<file path="src/rtl/mux4_rr_arbiter_pkg.sv">
// mux4_arb_defs: shared state encodings and requester count for the mux4 round-robin arbiter
package mux4_arb_defs;
  localparam int NREQ = 4;
  typedef enum logic [1:0] {IDLE = 2'd0, GRANT = 2'd1, GAP = 2'd2} state_e;
endpackage

</file>
<file path="src/rtl/mux4_rr_arbiter_pick.sv">
// rr_pick4: rotate-priority encoder, first set request scanning from ptr upward modulo 4
module rr_pick4
  import mux4_arb_defs::*;
(
  input  logic [NREQ-1:0] req,
  input  logic [1:0]      ptr,
  output logic            found,
  output logic [1:0]      idx
);
  logic [NREQ-1:0] rot;
  logic [1:0]      off;
  // Bit k of rot is the request of requester ptr+k
  assign rot   = NREQ'({req, req} >> ptr);
  assign off   = rot[0] ? 2'd0 : rot[1] ? 2'd1 : rot[2] ? 2'd2 : 2'd3;
  assign found = |rot;
  assign idx   = ptr + off;
endmodule

</file>
<file path="src/rtl/mux4_rr_arbiter.sv">
// mux4_rr_arbiter: round-robin grant/select sequencer with bounded tenure and a one-cycle changeover gap
module mux4_rr_arbiter
  import mux4_arb_defs::*;
#(
  parameter int HOLD_W = 3
) (
  input  logic            clock,
  input  logic            reset_n,
  input  logic [NREQ-1:0] req,
  output logic [NREQ-1:0] gnt,
  output logic [1:0]      sel,
  output logic            sel_valid,
  output logic            busy
);
  state_e              state_q, state_d;
  logic [1:0]          ptr_q, ptr_d, sel_q, sel_d, pick_idx;
  logic [HOLD_W-1:0]   cnt_q, cnt_d;
  logic [NREQ-1:0]     gnt_q, gnt_d;
  logic                pick_found;

  rr_pick4 u_pick (
    .req   (req),
    .ptr   (ptr_q),
    .found (pick_found),
    .idx   (pick_idx)
  );

  always_comb begin
    state_d = state_q;
    ptr_d   = ptr_q;
    sel_d   = sel_q;
    cnt_d   = cnt_q;
    gnt_d   = gnt_q;
    if (state_q == GRANT) begin
      // Owner leaves on its own release or when tenure is exhausted
      if (!req[sel_q] || cnt_q == {HOLD_W{1'b1}}) begin
        state_d = GAP;
        ptr_d   = sel_q + 2'd1;
        gnt_d   = '0;
      end else begin
        cnt_d = cnt_q + 1'b1;
      end
    end else if (pick_found) begin
      state_d = GRANT;
      gnt_d   = NREQ'(1) << pick_idx;
      sel_d   = pick_idx;
      cnt_d   = '0;
    end else begin
      state_d = IDLE;
    end
  end

  always_ff @(posedge clock or negedge reset_n) begin
    if (!reset_n) begin
      state_q <= IDLE;
      ptr_q   <= '0;
      sel_q   <= '0;
      cnt_q   <= '0;
      gnt_q   <= '0;
    end else begin
      state_q <= state_d;
      ptr_q   <= ptr_d;
      sel_q   <= sel_d;
      cnt_q   <= cnt_d;
      gnt_q   <= gnt_d;
    end
  end

  assign gnt       = gnt_q;
  assign sel       = sel_q;
  assign sel_valid = (state_q == GRANT);
  assign busy      = (state_q != IDLE);
endmodule
</file>
<file path="config.mk">
export PLATFORM = sky130hd
export DESIGN_NAME = mux4_rr_arbiter
export DESIGN_NICKNAME = d
export VERILOG_FILES = /design/src/rtl/mux4_rr_arbiter_pkg.sv /design/src/rtl/mux4_rr_arbiter_pick.sv /design/src/rtl/mux4_rr_arbiter.sv
export SDC_FILE = /design/constraint.sdc
export NUM_CORES = 1
export LEC_CHECK = 0
export ABC_AREA = 1
export BUFFER_PORTS_ARGS = -buffer_cell sky130_fd_sc_hd__buf_2
export CAP_MARGIN = 15
export CORE_MARGIN = 2
export CORE_UTILIZATION = 36
export CTS_CLUSTER_DIAMETER = 30
export DETAILED_ROUTE_END_ITERATION = 8
export MAX_ROUTING_LAYER = met4
export PLACE_DENSITY = 0.6
export SYNTH_ARGS = -nofsm -noshare
export SYNTH_HDL_FRONTEND = slang
export SYNTH_SLANG_ARGS = --single-unit
</file>
<file path="constraint.sdc">
create_clock -name clock -period 1.7 [get_ports clock]
set_clock_uncertainty 0.1 [all_clocks]
set_input_delay 0.34 -clock clock [delete_from_list [all_inputs] [get_ports clock]]
set_output_delay 0.34 -clock clock [all_outputs]
set_load 0.02 [all_outputs]
</file>
==> reports/results.tsv <==
stage	metric	value	unit
job	number of max-cap violations	0	
setup_path	crit path launch	ptr_q[0]	
pwr	Tot Pwr	0.00248	W
synth	Post-synth EDFFs	0	
timing	Final setup viols	0	
place	GPL Wtd Cong	0.769	
routing	Routed Antenna Nets	0	
timing	Fin. Hold Viols	0	
synth	Yosys cell types	20	
routing	initial DRC count	2	
synth	Post-synth ARST share	100	%
clocking	H-tree depth	1	
routing	Remaining DRCs	0	
setup_path	CP Capture Type	flop	
pwr	pwr dens	2240	nW/µm²
timing	crit path time final	1.63	ns
clocking	Clock transition at path regs	0.08	ns
synth	most frequent cell after synthesis	nand2_1	
global_route	first-pass GRT wire length	3160	µm
setup_path	reg2reg start	ptr_q[0]	
synth	Yosys top cell area share	40.6	%
timing	fin. max-slew vios	0	
global_route	initial antenna violation count	0	
floorplan	io pins	14	
global_route	Overflow after GRT	0	
routing	wire length per cell	11.2	µm
global_route	largest net degree at the start of global routing	14	
synth	Cells after Synth	109	
floorplan	full die area	2620	µm²
place	port bufs	13	
synth	cell taking the most area after synthesis	dfrtp_1	
setup_path	Max stage delay on crit path	0.46	ns
routing	Routed Wire Length	1820	µm
global_route	Tot GR Track Use	16.2	%
global_route	vias in the first global route	745	
clocking	Clock Sink Count	13	
floorplan	starting density of the core	37.3	%
synth	Synth Warn #	0	
setup_path	Arrival @ worst endpoint	1.74	ns
synth	most frequent cells after synthesis	nand2_1 (38), nand3_1 (19), dfrtp_1 (13), inv_1 (7), nor2_1 (7)	
floorplan	core area	2150	µm²
setup_path	worst-path fanout max	6	
hold_path	hold crit path type	primary input to async pin	
synth	Mapped Avg Cell Area	7.36	µm²
place	DP HPWL	1280	µm
clocking	cts bufs inserted	3	
timing	Slew @ Worst Pin	0.295	ns
setup_path	crit path cell chain	inv_4 > nand2_4 > nand3_2 > nand2_2 > a32oi_2 > ha_4 > nor3_2 > nand2_1 > nand2_1	
routing	drt pass-1 iters	4	
synth	Mapped Nets	118	
floorplan	DIE WIDTH	51.2	µm
synth	top_reg_cell synth	dfrtp_1	
synth	Synth Register Bits	13	
timing	unrepaired setup endpoints after global routing	true	
timing	Fmax	0.614	GHz
clocking	worst skew pair latency	0.27	ns
finish	share of post-route cells with drive strength above 1	42.2	%
synth	register area share after synthesis	40.6	%
clocking	Root Driver	clkbuf_4	
pwr	Leak	0.593	nW
synth	top cells by area, synth	dfrtp_1 (41%), nand2_1 (18%), nand3_1 (12%)	
pwr	VDD IR-drop max	1.05	mV
finish	Final #Nets	145	
clocking	clock tree buffer depth	2	
setup_path	crit path kind	flop to flop	
setup_path	CP required	1.81	ns
finish	Area Growth Syn to Fin	37.8	%
setup_path	CP Launch Type	flop	
clocking	CTS tree	yes	
setup_path	Worst R2R Path Depth	9	
timing	Fin Hold WS	0.393	ns
run_status	status	finished, final reports clean	
timing	Max transition margin	80.3	%
synth	Cell Area, Synth	802	µm²
timing	crit share post-route	95.7	%
floorplan	row count	17	
setup_path	crit-path most repeated cell	nand2_1	
finish	post-layout util	51.4	%
finish	diode count	0	
floorplan	chip height	51.2	µm
routing	via count	776	
setup_path	CP max stage cell	dfrtp_2	
routing	Avg Vias per Cell	4.76	
## logic make-up after synthesis
group | share of synthesized area (%)
AO/OA/AOI/OAI | 7.18
flip-flops | 40.6
AND/OR/NAND/NOR | 40.9
adder cells (fa/ha/maj) | 4.68
buffers and inverters | 6.71
## routing by layer
layer  up-vias  routed length [µm]  GRT usage (%)  share of wire [%]
li1        408                   -              -                  -
met4         0                   0           2.70                  0
met1       355                 863           20.3                 47
met3         0                  64           3.51                3.5
met2        13                 893           27.3                 49
met5         -                   0              -                  0
## cell type report
| class | instances | area, µm² |
|---|---|---|
| Sequential cell | 13 | 327 |
| Multi-Input combinational cell | 84 | 524 |
| Clock buffer | 4 | 26.3 |
| Timing Repair Buffer | 24 | 150 |
| Fill cell | 209 | 1040 |
| Inverter | 10 | 42.5 |
| Tap cell | 28 | 35.0 |
## power breakdown
| group | leakage, nW | switching (W) | internal (W) |
|---|---|---|---|
| Sequential | 0.164 | 0.000118 | 0.000445 |
| Combinational | 0.414 | 0.00102 | 0.000704 |
| Clock | 0.0150 | 0.0000949 | 0.0000908 |
| Total | 0.593 | 0.00124 | 0.00124 |
## repair_timing
action	CTS	global route
pin swaps	6	3
endpoints found under the hold margin	13	0
setup endpoints to repair	5	7
gates resized for setup	9	19
buffers inserted	1	0
hold buffers	1	0
## metrics by stage
| stage | area [µm²] | worst slack (ns) | instances | TNS, ns |
|---|---|---|---|---|
| floorplan | 802 | 0.0455 | 109 | 0 |
| global route | 1100 | -0.0274 | 163 | -0.0593 |
| detailed placement | 953 | -0.0433 | 157 | -0.0938 |
| global placement | 953 | -0.0361 | 157 | -0.0671 |
| finish | 1100 | 0.0726 | 163 | 0 |
| CTS | 1030 | -0.0108 | 163 | -0.0108 |
## worst paths after layout
kind	to	slack [ns]
worst max-delay path	gnt[2]	0.07
worst min-delay path	gnt[0]	0.39
worst max register to register	gnt[2]	0.07
worst min register to register	gnt[1]	0.41
max in group asynchronous	ptr_q[0]	0.86
min in group clock	gnt[1]	0.41
## critical path: cells and delay by family (launching register included)
kind	cells	cell delay, ns
AOI/OAI and AO/OA	1	0.21
adders and majority gates	1	0.25
buffers and inverters	1	0.11
DFF	1	0.46
and+or+nand+nor	6	0.45
## placed cells by master (no fill, tap or decap), types with 2 or more instances in the layout
master / netlist / final
clkbuf_4: 0 / 3
dfrtp_1: 13 / 12
nor2_1: 7 / 6
o21ai_0: 5 / 5
ha_1: 3 / 2
inv_1: 7 / 5
nand2_2: 2 / 7
nand3_2: 1 / 7
nand2_4: 1 / 3
buf_4: 0 / 10
buf_2: 1 / 13
nand2_1: 38 / 31
inv_2: 3 / 3
nand3_1: 19 / 13
inv_4: 0 / 2
## sequential cells by signal (all words and copies together), names as in the netlist
signal,cells
ptr_q,2
sel,2
gnt,4
cnt_q,3
state_q,2
(Power assumes the default switching activity.)
